<file path="src/rtl/if_id_stage.sv">
// ============================================================================
//  Module  : if_id_stage
//  Purpose : MIPS instruction-fetch stage: program counter, IF/ID pipeline
//            register and saturating stall/flush performance counters.
//  Rev     : 1.0  initial release
// ============================================================================
`default_nettype none

module if_id_stage #(
  parameter logic [31:0] RESET_PC  = 32'h0000_0000,
  parameter logic [31:0] NOP_INSTR = 32'h0000_0000,
  parameter int          CNT_W     = 16
) (
  input  logic             clk,
  input  logic             rst_n,
  input  logic             PCwrite,
  input  logic             if_id_write,
  input  logic             redirect,
  input  logic [31:0]      redirect_pc,
  input  logic [31:0]      imem_instr,
  output logic [31:0]      pc,
  output logic [31:0]      if_id_instr,
  output logic [31:0]      if_id_pc4,
  output logic [4:0]       if_id_rs,
  output logic [4:0]       if_id_rt,
  output logic             if_id_valid,
  output logic [CNT_W-1:0] stall_cnt,
  output logic [CNT_W-1:0] flush_cnt
);

  typedef enum logic [0:0] {
    BOOT = 1'b0,
    RUN  = 1'b1
  } state_t;

  state_t             state_q, state_d;
  logic [31:0]        pc_q, pc_d;
  logic [31:0]        instr_q, instr_d;
  logic [31:0]        pc4_q, pc4_d;
  logic               valid_q, valid_d;
  logic [CNT_W-1:0]   stall_q, stall_d;
  logic [CNT_W-1:0]   flush_q, flush_d;
  logic [31:0]        pc_plus4;

  // Natural 32-bit wrap; low two bits of pc pass through unchanged.
  assign pc_plus4 = pc_q + 32'd4;

  always_comb begin
    state_d = RUN;
    pc_d    = pc_q;
    instr_d = instr_q;
    pc4_d   = pc4_q;
    valid_d = valid_q;
    stall_d = stall_q;
    flush_d = flush_q;

    if (state_q == RUN) begin
      if (redirect) begin
        // A flush overrides any stall request from the hazard unit.
        pc_d    = redirect_pc;
        instr_d = NOP_INSTR;
        pc4_d   = 32'd0;
        valid_d = 1'b0;
        if (flush_q != {CNT_W{1'b1}}) flush_d = flush_q + CNT_W'(1);
      end else begin
        if (PCwrite) begin
          pc_d = pc_plus4;
        end else if (stall_q != {CNT_W{1'b1}}) begin
          stall_d = stall_q + CNT_W'(1);
        end
        if (if_id_write) begin
          instr_d = imem_instr;
          pc4_d   = pc_plus4;
          valid_d = 1'b1;
        end
      end
    end
  end

  always_ff @(posedge clk or negedge rst_n) begin
    if (!rst_n) begin
      state_q <= BOOT;
      pc_q    <= RESET_PC;
      instr_q <= NOP_INSTR;
      pc4_q   <= 32'd0;
      valid_q <= 1'b0;
      stall_q <= '0;
      flush_q <= '0;
    end else begin
      state_q <= state_d;
      pc_q    <= pc_d;
      instr_q <= instr_d;
      pc4_q   <= pc4_d;
      valid_q <= valid_d;
      stall_q <= stall_d;
      flush_q <= flush_d;
    end
  end

  assign pc          = pc_q;
  assign if_id_instr = instr_q;
  assign if_id_pc4   = pc4_q;
  assign if_id_rs    = instr_q[25:21];
  assign if_id_rt    = instr_q[20:16];
  assign if_id_valid = valid_q;
  assign stall_cnt   = stall_q;
  assign flush_cnt   = flush_q;

endmodule

`default_nettype wire

</file>
<file path="config.mk">
export PLATFORM = sky130hd
export DESIGN_NAME = if_id_stage
export DESIGN_NICKNAME = d
export VERILOG_FILES = /design/src/rtl/if_id_stage.sv
export SDC_FILE = /design/constraint.sdc
export NUM_CORES = 1
export LEC_CHECK = 0
export CAP_MARGIN = 20
export CORE_MARGIN = 2
export CORE_UTILIZATION = 50
export DETAILED_ROUTE_END_ITERATION = 6
export PLACE_DENSITY = 0.86
export SLEW_MARGIN = 40
export SYNTH_ARGS = -nofsm -noshare
export SYNTH_HDL_FRONTEND = slang
export SYNTH_SLANG_ARGS = --single-unit
</file>
<file path="constraint.sdc">
create_clock -name clk -period 3.8 [get_ports clk]
set_clock_uncertainty 0.05 [all_clocks]
set_input_delay 0.76 -clock clk [delete_from_list [all_inputs] [get_ports clk]]
set_output_delay 0.76 -clock clk [all_outputs]
set_load 0.05 [all_outputs]
</file>
==> results of run 1 <==
==> cell type report <==
cell class | count | area, um2 | share of cell area (%)
multi-input combinational | 411 | 2803 | 31.20
timing repair buffer | 216 | 2136 | 23.77
inverter | 9 | 33.78 | 0.3760
tap | 168 | 210.2 | 2.340
sequential | 130 | 3253 | 36.21
clock inverter | 5 | 52.55 | 0.5850
clock buffer | 25 | 495.5 | 5.515
==> where the power goes <==
part	total (mW)	internal [mW]	switching (mW)
combinational	1.62	0.581	1.04
clock	1.51	0.958	0.556
sequential	1.80	1.57	0.239
==> kinds of logic (layout without fill, tap and decap cells) <==
kind of cell | Yosys count | after routing | share of synthesized area, %
compound gates | 159 | 159 | 18.62
xor+xnor | 49 | 49 | 6.830
buf+inv | 54 | 255 | 3.982
flops | 130 | 130 | 51.77
simple gates | 192 | 192 | 16.93
other cells | 1 | 1 | 0.05968
fa+ha+maj | 3 | 3 | 0.5974
mux | 7 | 7 | 1.215
==> registers in the layout (all words and copies together) (netlist names) <==
| signal | count |
|---|---|
| if_id_instr | 32 |
| if_id_pc4 | 32 |
| pc | 32 |
| flush_cnt | 16 |
| stall_cnt | 16 |
| if_id_valid | 1 |
| state_q | 1 |
==> path summary, 6_finish.rpt <==
kind / start / endpoint / slack, ns / depth (start not counted)
setup / recovery: pc[8] / pc[8] / 1.14 / 1
hold / removal: rst_n / if_id_pc4[15] / 0.28 / 1
setup reg to reg: pc[2] / if_id_pc4[24] / 1.41 / 6
hold reg to reg: stall_cnt[4] / stall_cnt[4] / 0.44 / 1
max in group asynchronous: rst_n / pc[9] / 2.64 / 2
min in group clk: stall_cnt[4] / stall_cnt[4] / 0.44 / 1
==> per-layer routing <==
metal / track usage, % / vias up / routed length, um
met4: 11.98 / 0 / 530
met5: 0 / - / 0
met3: 5.293 / 44 / 1355
met1: 33.27 / 2757 / 7000
met2: 44.87 / 285 / 8790
li1: - / 2574 / -
==> metrics by stage <==
step / power, mW / util [%] / cells
after detailed placement: 3.438 / 69.36 / 934
after global placement: 3.398 / 69.33 / 934
after global routing: 5.128 / 73.87 / 964
final: 4.936 / 73.87 / 964
after CTS: 4.958 / 73.87 / 964
after floorplan: 2.825 / - / 595
==> cells in the mapped netlist, drive strengths merged, types with 8 or more instances <==
library cell / count / area (um2)
a2bb2oi: 8 / 70.07
nor2: 30 / 127.6
and3: 16 / 100.1
a31oi: 8 / 56.30
clkbuf: 25 / 93.84
nand2: 49 / 183.9
a21oi: 26 / 130.1
o22ai: 11 / 68.82
xor2: 9 / 78.83
nor3: 11 / 66.32
buf: 20 / 122.6
inv: 8 / 30.03
o21ai: 24 / 120.1
xnor2: 40 / 350.3
dfrtp: 130 / 3253
nand3: 32 / 182.7
a22o: 60 / 525.5
nor4: 8 / 86.33
nand4: 23 / 150.1
==> cell usage in the layout (no fill, tap or decap), drive strengths merged, types with 5 or more instances in the layout <==
cell type	instances
buf	11
nand2	49
nand3	32
o22ai	11
mux2	5
inv	8
a31oi	8
nor3	11
dfrtp	130
xor2	9
a2bb2oi	8
and4	6
xnor2	40
nand4	23
clkbuf	25
o21a	5
nor4	8
a21oi	26
a22o	60
o21ai	24
nor2	30
clkdlybuf4s50	205
and3	16
or4	5
==> key figures, run 1 <==
Global routing
  • Total global-route track usage: a little over a quarter
  • GRT overflow: 0
  • First-pass GRT wire length: between 20,000 and 30,000 um
  • Pin count of the biggest net entering global routing: 70
  • Antenna violations before repair: 0
  • Via count of the first global-routing pass: between 5,000 and 6,000

Synthesis
  • Seq cells post-synth: 130
  • Share of synthesized flip-flops with an asynchronous set or reset: 100.0%
  • Number of synthesized flops with an enable pin: 0
  • Count of yosys warnings during synthesis: 0
  • Cell Area, Synth: ~6300 um2
  • Number of nets in the synthesized netlist: ~670
  • Main flop type after synthesis: dfrtp_1
  • Post-synthesis cell type count: between 50 and 60
  • Share of the yosys chip area belonging to registers: 51.77%
  • Syn_area_per_cell: ~11 um2
  • Instance count of the mapped netlist: around 600

Setup path
  • Type of the setup path with the least slack: reg2out
  • Worst path arrival time: about 1.9 ns
  • Startpoint types: register
  • Critical-path maximum fanout: 9
  • Slowest stage cell on the critical path: clkdlybuf4s50_1
  • Dominant delay contributor by cell family on the critical path: buffers and inverters
  • Total buffers and inverters traversed by the critical path: 1
  • Category of the worst setup path capture point: output port
  • Crit-path cells: clkdlybuf4s50_1
  • Delay of the slowest critical-path stage: 0.88 ns
  • Req. time, crit path: ~3.0 ns

Timing
  • Worst setup margin: ~1.1 ns
  • Achievable Freq: between 300 and 400 MHz
  • Final period util: 70.06%
  • Worst Hold Margin: 0.2833 ns
  • Setup violation total in the final timing report: 0
  • Hold violation count in the final report: 0
  • Final-report max-slew violation count: 0
  • Transition time at the pin with the least slew margin: approximately 0.64 ns
  • Final period demand of the worst path: between 2 and 3 ns
  • Setup repair after global routing missed its margin: no
  • Worst-case headroom to the max-slew limit: 56.88%
  • Setup TNS after final layout: 0 ns

Pwr
  • Total power divided by cell area: around 550 nW/um2
  • VDD IR-drop max: between 0.3 and 0.4 mV
  • Static leakage: ~3.8 nW

Layout
  • Layout overhead on the synthesized area: 42.97%
  • Antenna Diode Count: 0
  • Final design instance area without fill: ~9000 um2
  • Number of nets in the final layout: 857
  • Fillers: about 850
  • Fraction of final layout cells sized beyond drive strength 1: 7.286%

Place
  • Final GP Congestion: 0.8841
  • DP Area: between 8000 and 9000 um2
  • Post-Place Worst Slack: 1.098 ns
  • Detailed placement HPWL: 12,510 um
  • Count of port buffers added during placement: ~210

Die
  • Die height: between 100 and 150 um
  • DIE AREA: approximately 13,000 um2
  • Top-Level Pins: around 210
  • Die X: ~120 um
  • Effective utilization at floorplan: roughly half
  • Cell row count: 40
  • Core area: 12,160 um2

Route
  • Total wire length after detailed routing: roughly 18,000 um
  • Detailed-router iteration count before antenna repair: 5
  • Post-DR wirelength/cell: 18.34 um
  • Via count: about 5,700
  • Residual DRC: 0
  • Iter 0 DRT Violations: around 450
  • Vias per cell: just under 6
  • DRT antenna net count: 0

Min path
  • Hold WC Path Type: in2async

Clocking
  • Clock tree from TritonCTS: built
  • Post-cts gate resize count: 0
  • Number of hold buffers added after CTS: 0
  • Root cell of the clock tree: clkbuf_16
  • Number of clock sinks: between 100 and 150
  • Clock transition at the register clock pins on the worst setup and hold paths after CTS: approximately 0.050 ns
  • H-Tree Level Count: 4
  • Clock buffer count from CTS: 17
  • CTS Buffer Depth: 2
  • Clock latency reported for the late side of the worst-skew pair: roughly 0.41 ns
  • Postcts setup bufs: 0

Flow run
  • Max-capacitance violation count: 0

Status
  • Run status: completed
No activity file was read; power rests on OpenSTA's default activity.
==> run 2, diff against run 1 <==
--- a/config.mk
+++ b/config.mk
@@ -7,9 +7,9 @@
 export LEC_CHECK = 0
 export CAP_MARGIN = 20
 export CORE_MARGIN = 2
-export CORE_UTILIZATION = 50
+export CORE_UTILIZATION = 46
 export DETAILED_ROUTE_END_ITERATION = 6
-export PLACE_DENSITY = 0.86
+export PLACE_DENSITY = 0.8
 export SLEW_MARGIN = 40
 export SYNTH_ARGS = -nofsm -noshare
 export SYNTH_HDL_FRONTEND = slang
==> constraint.sdc (replaced) <==
create_clock -name clk -period 2.5 [get_ports clk]
set_clock_uncertainty 0.05 [all_clocks]
set_input_delay 0.5 -clock clk [delete_from_list [all_inputs] [get_ports clk]]
set_output_delay 0.5 -clock clk [all_outputs]
set_load 0.05 [all_outputs]
==> key figures, run 2 (synthesized netlist as in run 1, its figures left out) <==
Timing
  • Achievable Freq: between 400 and 500 MHz
  • Worst setup margin: around 0.14 ns
  • Final period util: 94.59%
  • Final period demand of the worst path: ~2.4 ns
  • Transition time at the pin with the least slew margin: between 0.6 and 0.7 ns
  • Worst-case headroom to the max-slew limit: 55.57%
  • Final-report max-slew violation count: 0
  • Setup repair after global routing missed its margin: no
  • Setup TNS after final layout: 0 ns
  • Setup violation total in the final timing report: 0
  • Worst Hold Margin: a little under 0.07 ns
  • Hold violation count in the final report: 0

Setup path
  • Slowest stage cell on the critical path: clkdlybuf4s50_1
  • Total buffers and inverters traversed by the critical path: 1
  • Delay of the slowest critical-path stage: 0.91 ns
  • Worst R2R Start: pc[2]
  • Crit-path cells: clkdlybuf4s50_1
  • Cells on worst reg2reg path: 6
  • Dominant delay contributor by cell family on the critical path: buffers and inverters
  • Category of the worst setup path capture point: output port
  • Req. time, crit path: ~2.0 ns
  • Capture instance of the worst register-to-register path: pc[30]
  • Type of the setup path with the least slack: reg2out
  • Reg-to-reg setup timing slack: about 0.2 ns
  • Worst path arrival time: about 1.8 ns
  • Startpoint types: register
  • Critical-path maximum fanout: 8

Die
  • Die X: about 120 um
  • Core area: 13,300 um2
  • Die height: between 100 and 150 um
  • Top-Level Pins: around 210
  • Cell row count: 42
  • DIE AREA: 14,610 um2
  • Effective utilization at floorplan: between 40 and 50%

Route
  • Residual DRC: 0
  • Via count: between 5,000 and 6,000
  • DRT antenna net count: 0
  • Vias per cell: approximately 5.8
  • Iter 0 DRT Violations: about 460
  • Total wire length after detailed routing: approximately 18,000 um
  • Post-DR wirelength/cell: 18.62 um
  • Detailed-router iteration count before antenna repair: 5

Clocking
  • Clock tree from TritonCTS: built
  • Clock buffer count from CTS: 17
  • CTS Buffer Depth: 2
  • Number of clock sinks: 130
  • Root cell of the clock tree: clkbuf_16
  • H-Tree Level Count: 4
  • Clock latency reported for the late side of the worst-skew pair: 0.41 ns
  • Clock transition at the register clock pins on the worst setup and hold paths after CTS: approximately 0.06 ns
  • Number of hold buffers added after CTS: 0
  • Postcts setup bufs: 0

Layout
  • Commonest non-fill, non-tap cell in the layout: clkdlybuf4s50_1
  • Final Core Density: 68.73%
  • Fraction of final layout cells sized beyond drive strength 1: ~8.7%
  • Number of nets in the final layout: approximately 860
  • Non-Filler Instances: 980
  • Most frequent cells in the layout: clkdlybuf4s50_1, dfrtp_1, a22o_1, nand2_1, xnor2_1
  • Layout overhead on the synthesized area: 45.42%
  • Antenna Diode Count: 0
  • Fillers: 1,050
  • Final design instance area without fill: 9138 um2

Global routing
  • Pin count of the biggest net entering global routing: 59
  • Global-route track usage on met3: around 6.2%
  • Antenna violations before repair: 0
  • First-pass GRT wire length: between 20,000 and 30,000 um
  • GRT overflow: 0
  • Total global-route track usage: about 25%
  • Global Route met2 Usage: 40.70%
  • Via count of the first global-routing pass: around 5,600
  • GRT met1 Usage: between 30% and 40%
  • Most congested layer reported by global routing: met2

Pwr
  • Clock share of power: about a third
  • Sum of internal, switching and leakage power: 7.759 mW
  • VDD IR-drop max: ~0.56 mV
  • Combinational fraction of design power: between 30% and 40%
  • Net switching power of the design: 2.821 mW
  • Sw Share: ~36%
  • Int Power: roughly 5 mW
  • Sequential power share: between 30% and 40%
  • Static leakage: ~3.8 nW
  • Total power divided by cell area: 849.2 nW/um2

Place
  • Final GP Congestion: 0.8762
  • Post-Place Worst Slack: 0.2445 ns
  • Count of port buffers added during placement: 207
  • Detailed placement HPWL: between 10,000 and 15,000 um
  • DP Area: about 8500 um2
  • Placed Cells incl. Taps: between 900 and 1,000

Min path
  • Hold WC Path Type: in2async

Flow run
  • Max-capacitance violation count: 0

Status
  • Run status: completed
-- run 2: cell count changes in the layout (fill, tap and decap cells not counted) --
cell,delta
buf_12,+3
clkinv_2,+4
clkbuf_1,-4
buf_6,-1
bufinv_16,+2
buf_4,+4
-- run 2: per-layer routing --
metal	share of wire [%]	up-vias
met3	7.4	49
met5	0	-
li1	-	2586
met2	48	267
met1	41	2760
met4	3.5	0
-- run 2: cell type report --
class	instances	area [um2]	share of cell area, %
clock buffers	21	480.5	5.258
clock inverters	11	132.6	1.451
inverters	9	33.78	0.3697
multi-input cells	411	2803	30.67
flip-flops and latches	130	3253	35.60
well taps	176	220.2	2.410
repair buffers	222	2215	24.24
-- run 2: how the worst max path moves through the flow --
stage,depth (start not counted),from,endpoint
2_1_floorplan,6,pc[2],if_id_pc4[22]
6_report,1,pc[4],pc[4]
5_1_grt,6,pc[2],pc[30]
3_3_place_gp,5,PCwrite,stall_cnt[1]
4_1_cts,1,pc[4],pc[4]
3_5_place_dp,6,pc[2],pc[30]
-- run 2: timing repair --
item                                    CTS  global route
endpoints found under the setup margin    0             1
resized for setup                         0             0
endpoints found under the hold margin     0             0
-- run 2: power groups by stage --
stage | Combinational [mW] | Sequential, mW | Clock, mW
floorplan | 0.657 | 3.64 | 0
global placement | 2.45 | 2.74 | 0
detailed placement | 2.49 | 2.76 | 0
CTS | 2.50 | 2.73 | 2.59
global route | 2.61 | 2.78 | 2.69
finish | 2.48 | 2.73 | 2.55
